## src/rtl/rv_fetch_pkg.sv

```systemverilog
// Shared fetch types: opcode constants, queue entry layout and the
// immediate extractors the PC unit expects.
package rv_fetch_pkg;

  localparam logic [6:0] OPC_JAL    = 7'b1101111;
  localparam logic [6:0] OPC_BRANCH = 7'b1100011;
  localparam int         JAL_OFF_W  = 21;
  localparam int         BR_OFF_W   = 13;

  typedef struct packed {
    logic [31:0] pc;
    logic [31:0] inst;
  } fetch_entry_t;

  function automatic logic [JAL_OFF_W-1:0] jal_imm(input logic [31:0] i);
    return {i[31], i[19:12], i[20], i[30:21], 1'b0};
  endfunction

  function automatic logic [BR_OFF_W-1:0] br_imm(input logic [31:0] i);
    return {i[31], i[7], i[30:25], i[11:8], 1'b0};
  endfunction

endpackage

```

## src/rtl/ifu_fetch_if.sv

```systemverilog
// Fetch-unit bundle: PC generator, instruction memory and decode handshakes.
// master = fetch engine side, slave = surrounding pipeline/memory side.
interface ifu_fetch_if #(
  parameter int XLEN = 32
);
  import rv_fetch_pkg::*;

  logic [XLEN-1:0]      pc_addr;
  logic                 pc_stop;
  logic                 flush;
  logic                 imem_req_valid;
  logic                 imem_req_ready;
  logic [XLEN-1:0]      imem_req_addr;
  logic                 imem_rsp_valid;
  logic [XLEN-1:0]      imem_rsp_data;
  logic                 inst_valid;
  logic                 inst_ready;
  logic [XLEN-1:0]      inst_data;
  logic [XLEN-1:0]      inst_pc;
  logic                 jal_hit;
  logic [JAL_OFF_W-1:0] jal_off;
  logic                 br_hit;
  logic [BR_OFF_W-1:0]  br_off;

  modport master (
    input  pc_addr, flush, imem_req_ready, imem_rsp_valid, imem_rsp_data, inst_ready,
    output pc_stop, imem_req_valid, imem_req_addr, inst_valid, inst_data, inst_pc,
           jal_hit, jal_off, br_hit, br_off
  );

  modport slave (
    output pc_addr, flush, imem_req_ready, imem_rsp_valid, imem_rsp_data, inst_ready,
    input  pc_stop, imem_req_valid, imem_req_addr, inst_valid, inst_data, inst_pc,
           jal_hit, jal_off, br_hit, br_off
  );

endinterface

```

## src/rtl/ifu_fifo.sv

```systemverilog
// Small instruction queue of {pc, inst} entries. Storage is not reset; only
// pointers and occupancy are, so the head is meaningful only when count != 0.
module ifu_fifo
  import rv_fetch_pkg::*;
#(
  parameter  int DEPTH = 2,
  localparam int PW    = $clog2(DEPTH),
  localparam int CW    = PW + 1
) (
  input  logic         clk,
  input  logic         rst,
  input  logic         push,
  input  logic         pop,
  input  logic         flush,
  input  fetch_entry_t wr_entry,
  output fetch_entry_t head,
  output logic [CW-1:0] count
);

  fetch_entry_t  mem [DEPTH];
  logic [PW-1:0] wr_ptr;
  logic [PW-1:0] rd_ptr;

  always_ff @(posedge clk or posedge rst) begin
    if (rst) begin
      wr_ptr <= '0;
      rd_ptr <= '0;
      count  <= '0;
    end else if (flush) begin
      wr_ptr <= '0;
      rd_ptr <= '0;
      count  <= '0;
    end else begin
      if (push) wr_ptr <= wr_ptr + 1'b1;
      if (pop)  rd_ptr <= rd_ptr + 1'b1;
      if (push && !pop)      count <= count + 1'b1;
      else if (pop && !push) count <= count - 1'b1;
    end
  end

  always_ff @(posedge clk) begin
    if (push && !flush) mem[wr_ptr] <= wr_entry;
  end

  assign head = mem[rd_ptr];

endmodule

```

## src/rtl/ifu_fetch.sv

```systemverilog
// Instruction fetch engine: one outstanding memory request, queued responses,
// redirect flush with stale-response drop, and JAL/branch pre-decode on the head.
module ifu_fetch
  import rv_fetch_pkg::*;
#(
  parameter int DEPTH = 2,
  parameter int XLEN  = 32
) (
  input  logic        clk,
  input  logic        rst,
  ifu_fetch_if.master bus
);

  localparam int          CW      = $clog2(DEPTH) + 1;
  localparam logic [CW:0] DEPTH_C = (CW+1)'(DEPTH);

  typedef enum logic [1:0] {
    S_IDLE,
    S_WAIT,
    S_DROP
  } fetch_state_t;

  fetch_state_t  state_q;
  fetch_state_t  state_d;
  logic [CW-1:0] count;
  logic [CW:0]   free;
  logic          outstanding;
  logic          pop;
  logic          push;
  logic          accept;
  logic [XLEN-1:0] req_pc;
  fetch_entry_t  head;
  fetch_entry_t  wr_entry;
  logic [6:0]    opcode;

  assign outstanding = (state_q != S_IDLE);
  assign pop         = bus.inst_valid & bus.inst_ready;

  // Slots left once the in-flight response lands, counting a same-cycle pop.
  assign free = DEPTH_C - {1'b0, count} - {{CW{1'b0}}, outstanding} + {{CW{1'b0}}, pop};

  assign bus.imem_req_valid = !rst && !bus.flush && (free != '0) &&
                              (!outstanding || bus.imem_rsp_valid);
  assign bus.imem_req_addr  = bus.pc_addr;
  assign accept             = bus.imem_req_valid & bus.imem_req_ready;
  assign bus.pc_stop        = rst | (!accept & !bus.flush);

  assign push     = bus.imem_rsp_valid && (state_q == S_WAIT) && !bus.flush;
  assign wr_entry = '{pc: req_pc, inst: bus.imem_rsp_data};

  always_ff @(posedge clk or posedge rst) begin
    if (rst) state_q <= S_IDLE;
    else     state_q <= state_d;
  end

  // A response while idle is a protocol error and is ignored.
  always_comb begin
    state_d = state_q;
    unique case (state_q)
      S_IDLE: begin
        if (accept) state_d = S_WAIT;
      end
      S_WAIT, S_DROP: begin
        if (bus.imem_rsp_valid) state_d = accept ? S_WAIT : S_IDLE;
        else if (bus.flush)     state_d = S_DROP;
      end
      default: state_d = S_IDLE;
    endcase
  end

  always_ff @(posedge clk) begin
    if (accept) req_pc <= bus.pc_addr;
  end

  ifu_fifo #(
    .DEPTH (DEPTH)
  ) u_fifo (
    .clk      (clk),
    .rst      (rst),
    .push     (push),
    .pop      (pop),
    .flush    (bus.flush),
    .wr_entry (wr_entry),
    .head     (head),
    .count    (count)
  );

  // Decode-facing head and pre-decode, all gated by occupancy.
  assign bus.inst_valid = (count != '0);
  assign bus.inst_data  = head.inst;
  assign bus.inst_pc    = head.pc;
  assign opcode         = head.inst[6:0];
  assign bus.jal_hit    = bus.inst_valid && (opcode == OPC_JAL);
  assign bus.br_hit     = bus.inst_valid && (opcode == OPC_BRANCH);
  assign bus.jal_off    = bus.inst_valid ? jal_imm(head.inst) : '0;
  assign bus.br_off     = bus.inst_valid ? br_imm(head.inst) : '0;

endmodule

```

## src/flat_wrapper.sv

```systemverilog
// flat-port wrapper written by rule: the top's interface ports become plain ports
module ifu_fetch_flat import rv_fetch_pkg::*;
#(
  parameter int DEPTH = 2,
  parameter int XLEN  = 32
)
  (clk, rst, bus_pc_addr, bus_flush, bus_imem_req_ready, bus_imem_rsp_valid, bus_imem_rsp_data, bus_inst_ready, bus_pc_stop, bus_imem_req_valid, bus_imem_req_addr, bus_inst_valid, bus_inst_data, bus_inst_pc, bus_jal_hit, bus_jal_off, bus_br_hit, bus_br_off);
  ifu_fetch_if #(.XLEN(XLEN)) bus_i ();
  input  logic clk;
  input  logic rst;
  input wire logic [$bits(bus_i.pc_addr)-1:0] bus_pc_addr;
  input wire logic [$bits(bus_i.flush)-1:0] bus_flush;
  input wire logic [$bits(bus_i.imem_req_ready)-1:0] bus_imem_req_ready;
  input wire logic [$bits(bus_i.imem_rsp_valid)-1:0] bus_imem_rsp_valid;
  input wire logic [$bits(bus_i.imem_rsp_data)-1:0] bus_imem_rsp_data;
  input wire logic [$bits(bus_i.inst_ready)-1:0] bus_inst_ready;
  output wire logic [$bits(bus_i.pc_stop)-1:0] bus_pc_stop;
  output wire logic [$bits(bus_i.imem_req_valid)-1:0] bus_imem_req_valid;
  output wire logic [$bits(bus_i.imem_req_addr)-1:0] bus_imem_req_addr;
  output wire logic [$bits(bus_i.inst_valid)-1:0] bus_inst_valid;
  output wire logic [$bits(bus_i.inst_data)-1:0] bus_inst_data;
  output wire logic [$bits(bus_i.inst_pc)-1:0] bus_inst_pc;
  output wire logic [$bits(bus_i.jal_hit)-1:0] bus_jal_hit;
  output wire logic [$bits(bus_i.jal_off)-1:0] bus_jal_off;
  output wire logic [$bits(bus_i.br_hit)-1:0] bus_br_hit;
  output wire logic [$bits(bus_i.br_off)-1:0] bus_br_off;
  assign bus_i.pc_addr = bus_pc_addr;
  assign bus_i.flush = bus_flush;
  assign bus_i.imem_req_ready = bus_imem_req_ready;
  assign bus_i.imem_rsp_valid = bus_imem_rsp_valid;
  assign bus_i.imem_rsp_data = bus_imem_rsp_data;
  assign bus_i.inst_ready = bus_inst_ready;
  assign bus_pc_stop = bus_i.pc_stop;
  assign bus_imem_req_valid = bus_i.imem_req_valid;
  assign bus_imem_req_addr = bus_i.imem_req_addr;
  assign bus_inst_valid = bus_i.inst_valid;
  assign bus_inst_data = bus_i.inst_data;
  assign bus_inst_pc = bus_i.inst_pc;
  assign bus_jal_hit = bus_i.jal_hit;
  assign bus_jal_off = bus_i.jal_off;
  assign bus_br_hit = bus_i.br_hit;
  assign bus_br_off = bus_i.br_off;
  ifu_fetch #(.DEPTH(DEPTH), .XLEN(XLEN)) u_core (.clk(clk), .rst(rst), .bus(bus_i));
endmodule
```

## config.mk

```make
export PLATFORM = sky130hd
export DESIGN_NAME = ifu_fetch_flat
export DESIGN_NICKNAME = d
export VERILOG_FILES = /design/src/rtl/rv_fetch_pkg.sv /design/src/rtl/ifu_fetch_if.sv /design/src/rtl/ifu_fifo.sv /design/src/rtl/ifu_fetch.sv /design/src/flat_wrapper.sv
export SDC_FILE = /design/constraint.sdc
export NUM_CORES = 1
export LEC_CHECK = 0
export BUFFER_PORTS_ARGS = -buffer_cell sky130_fd_sc_hd__buf_2
export CAP_MARGIN = 20
export CORE_MARGIN = 4
export CORE_UTILIZATION = 55
export DETAILED_ROUTE_END_ITERATION = 16
export HOLD_SLACK_MARGIN = 0.12
export PLACE_DENSITY = 0.86
export SLEW_MARGIN = 20
export SYNTH_ARGS = -nofsm -noshare
export SYNTH_HDL_FRONTEND = slang
export SYNTH_SLANG_ARGS = --single-unit
```

## constraint.sdc

```tcl
create_clock -name clk -period 12.6 [get_ports clk]
set_input_delay 0.63 -clock clk [delete_from_list [all_inputs] [get_ports clk]]
set_output_delay 0.63 -clock clk [all_outputs]
set_load 0.01 [all_outputs]
```

==> summary.txt, run 1 <==
Status: complete, no violations
Max transition margin: 35.9%
Top Metal Used: met4
PostCTS Resize Cnt: 0
Synth top area cells: edfxtp_1 72%, mux2_2 11%, buf_4 5.2%, dfrtp_1 2.3%, nor2b_1 2.3%
Register area: 0.00496 sq mm
R2R Path End: u_core.req_pc[31]$_DFFE_PP_
Cell-internal power: 0.000990 W
Hold Vio Cnt, Final: 0
CP Max Fanout: 35
CTS tree: yes
Metal3 WL: 1070 microns
Final Slew Violations: 0
HP Class: in -> async
Worst EP required: 11970 ps
DR WL met2: 6330 microns
IR drop worst, VDD: 0.137 mV
Seq pwr share: 50.9%
Fin util: 69.1%
Clk_lat worst skew: 420 ps
Synth Flop Type: edfxtp_1
Register-to-register setup slack: 9860 ps
Psw: 0.000305 W
Clk_skew: 5.53 ps
Die height: 118 microns
Reg-to-reg startpoint: u_core.u_fifo.count[1]$_DFFE_PP0P_
WL final: 12200 microns
Placeable Area: 0.0116 sq mm
Startpoint Class: flop
Filler cells: 805
Synthesized instance count: 367
Largest net degree at the start of global routing: 65
Die Width: 118 microns
Total iterations of the first detailed-routing run: 4
Vias: 3628
Port Buffers: 202
Switch share: 23.5%
Commonest cells post-synth: 160 x edfxtp_1, 62 x mux2_2, 46 x buf_4
Gate power share: 13.6%
Final worst slack: 8890 ps
Clk sink count: 166
GPL Wtd Cong: 0.775
NumNets Final: 617
Synthesis-to-finish area growth: 21.0%
Clk pwr share: 35.5%
Max Cap Viol: 0
Cell accounting for the most synthesized area: edfxtp_1
CTS H-tree depth: 4
Placed cells: 666
R2R cell count: 8
DPL Wire Length: 8340 microns
Clock Tree Buf Depth: 2
# rows: 39
All-Layer GR Usage: 18.0%
Clk slew on worst S/H paths: 60 ps
YS warnings: 0
Ports: 205
Cell Area, Synth: 0.00664 sq mm
RSZ-0062 raised after global routing: no
Max Freq: 0.269 GHz
WP data arrival: 3080 ps
Synth top area share: 72.4%
Multi-input logic area: 0.00131 sq mm
Post-route insts no fill: 697
Hold_buf cts: 0
Ratio of cells with drive above 1 in the final layout: 55.1%
Detail Route Antenna Nets: 0
Syn avg cell area: 18.1 sq um
Via-to-Cell Ratio: 5.21
Sequential share of the synthesized area: 74.7%
Leakage: 3.13 nW
Worst setup EP type: output port
Die area: 0.0139 sq mm
Final Cycle Share: 29.5%
Total power per unit cell area: 161 mW/mm^2
Number of global-route vias before repair: 3844
Synthesis-stage register bit count: 166
Setup violators final: 0
Synth cell types: 39
Residual DRC count: 0
Number of flops mapped to enable cells by yosys: 160
Setup Buffers After CTS: 0
DR iter-0 viols: 192
Root Buffer Master: clkbuf_16
CTS Buf Count: 17
Min Clock Period, post-route: 3710 ps
Async SR Flop Fraction: 3.61%
Worst Tran Pin Value: 961 ps
GRT overflow: 0
M1 WL: 4520 microns
Wire per inst: 17.6 microns
Setup TNS: 0 ps
# diodes: 0
Top-count cell post-synth: edfxtp_1
WHS: 172 ps
First-pass GRT wire length: 19100 microns
Pre-CTS WS: 9170 ps
Worst Setup Path Type: reg -> out
Starting Density: 57.1%
Initial antenna violation count: 0
## logic make-up (layout without fill, tap and decap cells)
logic type	after synthesis	count (layout)	share of synthesized area [%]
and+or+nand+nor	58	58	5.37
buffers and inverters	58	244	5.92
muxes	64	64	10.9
other	1	2	0.0565
adders and majority gates	5	5	1.06
xor gates and xnor gates	2	2	0.264
DFF	166	166	74.7
AOI/OAI and AO/OA	13	13	1.77
## metrics by stage
step	total power (W)	area, sq um
global placement	0.000837	7510
finish	0.00129	8030
detailed placement	0.000848	7510
global route	0.00135	8030
CTS	0.00131	8030
floorplan	0.000785	6640
## worst max path at each step
stage | start | to | slack, ps
2_1_floorplan | bus_flush | u_core.u_fifo.mem[1][0]$_DFFE_PP_ | 6480
3_3_place_gp | bus_inst_ready | bus_pc_stop | 9270
3_5_place_dp | bus_inst_ready | bus_pc_stop | 9170
4_1_cts | u_core.u_fifo.count[1]$_DFFE_PP0P_ | bus_pc_stop | 8860
5_1_grt | u_core.u_fifo.count[0]$_DFFE_PP0P_ | bus_pc_stop | 8710
6_report | u_core.u_fifo.count[1]$_DFFE_PP0P_ | bus_pc_stop | 8890
## flip-flops by register name, summed over array words and instances (netlist names)
signal / flops
u_core.u_fifo.mem: 128
u_core.req_pc: 32
u_core.state_q: 2
u_core.u_fifo.count: 2
u_core.u_fifo.rd_ptr: 1
u_core.u_fifo.wr_ptr: 1
## layout by cell type (no fill, tap or decap), types with 2 or more instances in the layout
master	instances
nor2_1	5
and2b_1	4
nand3_1	2
clkbuf_16	17
nor3b_1	2
nor3_1	2
ha_1	4
xor2_1	2
nor2b_1	24
edfxtp_1	160
and3_1	2
mux2_2	62
o21ai_0	4
buf_4	4
clkinvlp_4	2
buf_2	202
dfrtp_1	5
conb_1	2
a211oi_1	2
clkbuf_1	4
clkinv_2	5
nand2_1	4
inv_1	7
nand2b_1	2
## critical path, stage by stage, from the launching register on
cell and delay [ps]:
dfrtp_1 450, o21ai_0 310, inv_1 110, fa_1 380
inv_1 60, ha_1 210, nor3b_1 150, and4bb_1 260
buf_4 420, o21ai_0 130, buf_2 160
## layout make-up
| cell class | instances | share of cell area [%] |
|---|---|---|
| Sequential cell | 166 | 61.7 |
| Multi-Input combinational cell | 144 | 16.3 |
| Timing Repair Buffer | 206 | 13.0 |
| Clock buffer | 21 | 5.48 |
| Tap cell | 143 | 2.23 |
| Clock inverter | 10 | 1.03 |
| Inverter | 7 | 0.327 |
## power groups by stage
stage	clock (W)	combinational [W]	sequential (W)
after global placement	0	0.000170	0.000667
after CTS	0.000471	0.000179	0.000659
after global routing	0.000497	0.000193	0.000662
after floorplan	0	0.000120	0.000665
after detailed placement	0	0.000178	0.000670
final	0.000460	0.000176	0.000658
## layer usage
metal  up-vias  GRT usage, %
li1       1683             -
met1      1743          19.4
met2       173          31.0
met3        29          6.39
met4         0          9.45
met5         -             0
Power figures use the tool's default switching activity.
==> run 2: changes to the inputs <==
--- a/config.mk
+++ b/config.mk
@@ -5,13 +5,14 @@
 export SDC_FILE = /design/constraint.sdc
 export NUM_CORES = 1
 export LEC_CHECK = 0
+export ABC_AREA = 1
 export BUFFER_PORTS_ARGS = -buffer_cell sky130_fd_sc_hd__buf_2
 export CAP_MARGIN = 20
 export CORE_MARGIN = 4
-export CORE_UTILIZATION = 55
+export CORE_UTILIZATION = 46
 export DETAILED_ROUTE_END_ITERATION = 16
 export HOLD_SLACK_MARGIN = 0.12
-export PLACE_DENSITY = 0.86
+export PLACE_DENSITY = 0.77
 export SLEW_MARGIN = 20
 export SYNTH_ARGS = -nofsm -noshare
 export SYNTH_HDL_FRONTEND = slang
==> constraint.sdc (replaced) <==
create_clock -name clk -period 3.19 [get_ports clk]
set_input_delay 0.1595 -clock clk [delete_from_list [all_inputs] [get_ports clk]]
set_output_delay 0.1595 -clock clk [all_outputs]
set_load 0.01 [all_outputs]
==> summary.txt, run 2 <==
Status: complete, no violations
GRT overflow: 0 (unchanged)
Multi-input logic area: 0.00117 sq mm (-10%)
RSZ-0062 raised after global routing: no
Startpoint Class: flop
Synthesis-to-finish area growth: 34.1%
Max Freq: 0.372 GHz
Post-synthesis mux area share: 0% (-11 points)
GPL Wtd Cong: 0.844 (+8.9%)
Min Clock Period, post-route: 2690 ps
CTS tree: yes
Setup crit start: u_core.u_fifo.count[0]$_DFFE_PP0P_
Top-count cell post-synth: nand2_1
Async SR Flop Fraction: 3.61% (unchanged)
IR drop worst, VDD: 0.351 mV (+160%)
Setup TNS: 0 ps (unchanged)
Top reg by flops: u_core.u_fifo.mem
Ports: 205 (unchanged)
Root Buffer Master: clkbuf_16
Hold path start: bus_imem_rsp_valid
CP Max Fanout: 5 (-86%)
Final Cycle Share: 84.3%
Hold Vio Cnt, Final: 0 (unchanged)
Most common library cell in the layout ignoring fill and taps: buf_2
Synth top area cells: edfxtp_1 73%, nand2_1 11%, buf_4 5.2%, dfrtp_1 2.3%, a21oi_1 2.0%
WL final: 15000 microns (+22%)
Cell Area, Synth: 0.00659 sq mm (-0.64%)
Residual DRC count: 0 (unchanged)
Largest net degree at the start of global routing: 65 (unchanged)
Clk sink count: 166 (unchanged)
Synth cell types: 28 (-28%)
Regs by FF count: u_core.u_fifo.mem x128, u_core.req_pc x32
Max Cap Viol: 0 (unchanged)
Commonest cells post-synth: 196 x nand2_1, 160 x edfxtp_1, 46 x buf_4
Die area: 0.0163 sq mm (+17%)
Synthesis-stage register bit count: 166 (unchanged)
# rows: 43 (+10%)
Max transition margin: 51.9% (+16 points)
Largest stage delay, worst path: 390 ps (-60 ps)
Final Slew Violations: 0 (unchanged)
Vias: 4543 (+25%)
Port Buffers: 202 (unchanged)
Clk_skew: 7.89 ps (+2.36 ps)
Worst EP required: 3030 ps (-8940 ps)
Slowest CP cell: dfrtp_1
Worst Setup Path Type: reg -> out
Synth top area share: 72.9% (+0.47 points)
Sequential share of the synthesized area: 75.1% (+0.48 points)
Commonest non-fill, non-tap cells in the layout: 202 x buf_2, 196 x nand2_1, 160 x edfxtp_1
Synth Area in Simple Gates: 13.2% (+7.8 points)
Syn avg cell area: 12.9 sq um (-29%)
Wire per inst: 15.9 microns (-9.7%)
Clock Tree Buf Depth: 2 (unchanged)
Leakage: 3.81 nW (+22%)
Total power per unit cell area: 681 mW/mm^2 (+320%)
Largest family of logic cells by synthesized area: simple AND/OR/NAND/NOR gates
WP data arrival: 2530 ps (-550 ps)
Ratio of cells with drive above 1 in the final layout: 32.7% (-22 points)
Reg-to-reg startpoint: u_core.u_fifo.count[0]$_DFFE_PP0P_
Post-Synth Adder-Cell Area: 1.06% (+0.0068 points)
Worst Tran Pin Value: 722 ps (-239 ps)
Cell accounting for the most synthesized area: edfxtp_1
Synth Flop Type: edfxtp_1
Die height: 128 microns (+8.4%)
Clk slew on worst S/H paths: 60 ps (about the same)
DPL Wire Length: 9570 microns (+15%)
Filler cells: 1036 (+29%)
CTS H-tree depth: 4 (unchanged)
Synth Area in XOR/XNOR: 0% (-0.26 points)
Max reg flops: 128 (unchanged)
Total chip power: 0.00602 W (+370%)
NumNets Final: 827 (+34%)
Detail Route Antenna Nets: 0 (unchanged)
CTS Buf Count: 17 (unchanged)
Synthesized instance count: 511 (+39%)
Worst setup EP type: output port
HP Class: in -> reg
Number of global-route vias before repair: 4703 (+22%)
Initial antenna violation count: 0 (unchanged)
Starting Density: 47.3% (-9.8 points)
First-pass GRT wire length: 23100 microns (+21%)
Crit path cell chain: inv_1 -> nand2_4 -> nand2_4 -> inv_1 -> fa_1 -> inv_1 -> ha_1 -> nand3b_1 -> nand2_1 -> nor2_4 -> o21ai_0 -> buf_2
DR iter-0 viols: 228 (+19%)
Placeable Area: 0.0139 sq mm (+20%)
Die Width: 128 microns (+8.4%)
Number of flops mapped to enable cells by yosys: 160 (unchanged)
Register area: 0.00496 sq mm (unchanged)
Total iterations of the first detailed-routing run: 5 (+1)
YS warnings: 0 (unchanged)
Setup violators final: 0 (unchanged)
Via-to-Cell Ratio: 4.81 (-7.5%)
All-Layer GR Usage: 18.5% (+0.59 points)
Clk_lat worst skew: 420 ps (about the same)
Post-synthesis compound-gate area fraction: 3.13% (+1.4 points)
# diodes: 0 (unchanged)
Most common cell on crit path: inv_1
[run 2: worst paths after layout]
check / to / slack [ps] / cells after the start
min: u_core.state_q[1]$_DFFE_PP0P_ / 160 / 4
max reg2reg: u_core.req_pc[11]$_DFFE_PP_ / 580 / 12
max: bus_pc_stop / 500 / 12
min in group asynchronous: u_core.u_fifo.count[1]$_DFFE_PP0P_ / 250 / 3
min reg2reg: u_core.u_fifo.mem[1][33]$_DFFE_PP_ / 440 / 0
max in group asynchronous: u_core.u_fifo.rd_ptr$_DFFE_PP0P_ / 2690 / 3
[run 2: cell families (layout without fill, tap and decap cells)]
family | Yosys count | in the layout
simple gates | 220 | 220
flops | 166 | 166
buf+inv | 80 | 332
compound gates | 39 | 39
fa+ha+maj | 5 | 5
other cells | 1 | 2
[run 2: what timing repair did]
action / CTS / global route
endpoints found under the setup margin: 0 / 1
gates resized for setup: 0 / 0
hold buffers: 68 / 0
endpoints found under the hold margin: 105 / 0
buffers inserted: 0 / 1
[run 2: cell type report]
cell class                      count  area share, %
Clock buffer                       20           4.94
Clock inverter                     11           2.26
Inverter                           23          0.977
Multi-Input combinational cell    266           13.3
Sequential cell                   166           56.1
Tap cell                          180           2.55
Timing Repair Buffer              278           20.0
[run 2: per-stage QoR]
step	hold slack [ps]	util (%)	cell area (sq um)	setup WS (ps)	instances
floorplan	-35.6	-	6600	290	512
global placement	110	53.9	7520	665	844
detailed placement	110	53.9	7520	543	844
CTS	139	63.4	8830	149	943
global route	162	63.4	8840	357	944
finish	158	63.4	8840	499	944
[run 2: worst max-delay path: cells and delay by family, from the launching register on]
kind            cells  cell delay (ps)
simple gates        5              550
buf+inv             4              490
fa+ha+maj           2              580
flops               1              390
compound gates      1              100
[run 2: routing by layer]
layer / GRT usage, % / up-vias / share of wire, %
li1: - / 2176 / -
met1: 21.1 / 2131 / 39
met2: 32.9 / 205 / 52
met3: 5.00 / 31 / 7.0
met4: 7.87 / 0 / 2.2
met5: 0 / - / 0
[run 2: power by group]
group | total, W | internal, W | switching, W
Combinational | 0.00127 | 0.000456 | 0.000811
Clock | 0.00217 | 0.00139 | 0.000785
Sequential | 0.00258 | 0.00253 | 0.0000463
Total | 0.00602 | 0.00438 | 0.00164
==> run 3: changes to the inputs <==
--- a/config.mk
+++ b/config.mk
@@ -9,10 +9,10 @@
 export BUFFER_PORTS_ARGS = -buffer_cell sky130_fd_sc_hd__buf_2
 export CAP_MARGIN = 20
 export CORE_MARGIN = 4
-export CORE_UTILIZATION = 46
+export CORE_UTILIZATION = 51
 export DETAILED_ROUTE_END_ITERATION = 16
 export HOLD_SLACK_MARGIN = 0.12
-export PLACE_DENSITY = 0.77
+export PLACE_DENSITY = 0.81
 export SLEW_MARGIN = 20
 export SYNTH_ARGS = -nofsm -noshare
 export SYNTH_HDL_FRONTEND = slang
==> constraint.sdc (replaced) <==
create_clock -name clk -period 2.6 [get_ports clk]
set_input_delay 0.13 -clock clk [delete_from_list [all_inputs] [get_ports clk]]
set_output_delay 0.13 -clock clk [all_outputs]
set_load 0.01 [all_outputs]
==> summary.txt, run 3 (same netlist as run 2, synthesis figures left out) <==
Delay-heaviest family, CP: adder cells
First-pass GRT wire length: 22200 microns (-4.0%)
Ports: 205 (unchanged)
Starting Density: 52.3% (+4.9 points)
Startpoint Class: flop
Slowest CP cell: dfrtp_1
Synthesis-to-finish area growth: 34.3%
Die Width: 122 microns (-4.7%)
IR drop worst, VDD: 0.650 mV (+85%)
Clk sink count: 166 (unchanged)
Port Buffers: 202 (unchanged)
CP bufs+invs: 4 (unchanged)
DPL Wire Length: 8870 microns (-7.3%)
# rows: 41 (-4.7%)
CTS H-tree depth: 4 (unchanged)
Max Freq: 0.398 GHz
R2R Path End: u_core.req_pc[11]$_DFFE_PP_
Seq pwr share: 43.6% (+0.8 points)
Status: complete, no violations
Min Clock Period, post-route: 2510 ps
Leakage: 3.83 nW (+0.63%)
Detail Route Antenna Nets: 0 (unchanged)
Wire per inst: 15.5 microns (-2.0%)
Fin util: 70.2% (+6.7 points)
Worst EP required: 2470 ps (-560 ps)
Worst Tran Pin Value: 537 ps (-184 ps)
Placed cells: 838 (-0.71%)
Die height: 122 microns (-4.7%)
Clk_skew: 7.49 ps (-0.401 ps)
Top reg by flops: u_core.u_fifo.mem
Largest stage delay, worst path: 420 ps (+30 ps)
Ratio of cells with drive above 1 in the final layout: 34.3% (+1.6 points)
R2R cell count: 12 (unchanged)
Clock Tree Buf Depth: 2 (unchanged)
CTS Buf Count: 17 (unchanged)
Initial antenna violation count: 0 (unchanged)
Clk slew on worst S/H paths: 60 ps (about the same)
Switch share: 29.0% (+1.7 points)
Total power per unit cell area: 818 mW/mm^2 (+20%)
Setup violators final: 0 (unchanged)
Die area: 0.0148 sq mm (-9.2%)
Most common library cell in the layout ignoring fill and taps: buf_2
Reg-to-reg startpoint: u_core.u_fifo.count[1]$_DFFE_PP0P_
DR iter-0 viols: 244 (+7.0%)
Total iterations of the first detailed-routing run: 4 (-1)
Root Buffer Master: clkbuf_16
Clk_lat worst skew: 430 ps (about the same)
Worst Setup Path Type: reg -> out
Commonest non-fill, non-tap cells in the layout: 202 x buf_2, 195 x nand2_1, 160 x edfxtp_1
GRT overflow: 0 (unchanged)
NumNets Final: 835 (+0.97%)
Residual DRC count: 0 (unchanged)
Filler cells: 833 (-20%)
Crit path cell chain: inv_2 -> nand2_4 -> nand2_4 -> inv_1 -> fa_1 -> inv_1 -> ha_1 -> nand3b_1 -> nand2_2 -> nor2_4 -> o21ai_0 -> buf_2
Max transition margin: 64.1% (+12 points)
All-Layer GR Usage: 19.7% (+1.2 points)
Gr busiest metal: met2
Final Slew Violations: 0 (unchanged)
Clk pwr share: 34.3% (-1.8 points)
GRT met1 Usage: 21.5% (+0.36 points)
Worst setup EP type: output port
Regs by FF count: u_core.u_fifo.mem x128, u_core.req_pc x32
Grt met2 use: 36.1% (+3.3 points)
WL final: 14700 microns (-1.8%)
Post-route insts no fill: 946 (+0.21%)
Register-to-register setup slack: 220 ps (-360 ps)
Final Cycle Share: 96.6%
Gate power share: 22.0% (+1.0 points)
Vias: 4622 (+1.7%)
Hold Vio Cnt, Final: 0 (unchanged)
Psw: 0.00210 W (+28%)
CP Max Fanout: 4 (-1)
Via-to-Cell Ratio: 4.89 (+1.5%)
Max Cap Viol: 0 (unchanged)
HP Class: in -> async
Setup crit start: u_core.u_fifo.count[1]$_DFFE_PP0P_
CTS tree: yes
GR Util met3: 5.76% (+0.76 points)
Number of global-route vias before repair: 4592 (-2.4%)
WP data arrival: 2380 ps (-150 ps)
Max reg flops: 128 (unchanged)
Cell-internal power: 0.00514 W (+17%)
GPL Wtd Cong: 0.777 (-7.9%)
Placeable Area: 0.0126 sq mm (-9.4%)
Largest net degree at the start of global routing: 42 (-35%)
==> run 3: cell count changes in the layout (fill, tap and decap cells not counted), moves of 2 or more <==
cell | previous run | this run
clkbuf_1 | 3 | 0
buf_4 | 7 | 14
bufinv_16 | 5 | 2
inv_1 | 20 | 18
clkinv_2 | 0 | 2
inv_2 | 3 | 5
inv_6 | 1 | 6
==> run 3: power groups by stage <==
stage	clock network (W)	registers, W	logic [W]
after floorplan	0	0.00320	0.000933
after global placement	0	0.00321	0.00141
after detailed placement	0	0.00322	0.00145
after CTS	0.00253	0.00316	0.00156
after global routing	0.00266	0.00317	0.00176
final	0.00249	0.00316	0.00160
==> run 3: through the flow <==
step	cell area [sq um]	setup slack (ps)	total power (W)	hold slack, ps	TNS [ps]
2_1_floorplan	6620	135	0.00414	-65.1	0
3_5_place_dp	7520	246	0.00467	112	0
3_3_place_gp	7520	377	0.00461	80.5	0
5_1_grt	8850	-27.6	0.00759	221	-27.6
6_report	8860	89.6	0.00725	207	0
4_1_cts	8810	30.5	0.00724	152	0
==> run 3: worst max path at each step <==
stage,end,cells after the start
2_1_floorplan,bus_pc_stop,11
3_3_place_gp,u_core.req_pc[10]$_DFFE_PP_,11
3_5_place_dp,u_core.req_pc[3]$_DFFE_PP_,11
4_1_cts,bus_pc_stop,10
5_1_grt,bus_pc_stop,12
6_report,bus_pc_stop,12
==> run 3: final cells by class <==
| type | instances | area, sq um | share of cell area [%] |
|---|---|---|---|
| flip-flops and latches | 166 | 4960 | 56.0 |
| repair buffers | 286 | 1830 | 20.6 |
| multi-input cells | 266 | 1180 | 13.3 |
| clock buffers | 17 | 425 | 4.80 |
| well taps | 172 | 215 | 2.43 |
| clock inverters | 15 | 166 | 1.88 |
| inverters | 23 | 86.3 | 0.975 |
| diodes | 1 | 2.50 | 0.0283 |
==> run 3: what timing repair did <==
action	CTS	global route
endpoints found under the hold margin	108	0
pin swaps	0	4
endpoints found under the setup margin	1	1
gates resized for setup	1	3
hold buffers	69	0
buffers inserted	1	5
==> run 3: per-layer routing <==
metal / vias up / wire (microns)
li1: 2196 / -
met1: 2184 / 5640
met2: 213 / 7630
met3: 29 / 1090
met4: 0 / 339
met5: - / 0
==> run 3: worst min-delay path, cell delays in order <==
cell	delay, ps
dlygate4sd3_1	530
buf_2	120
inv_1	260
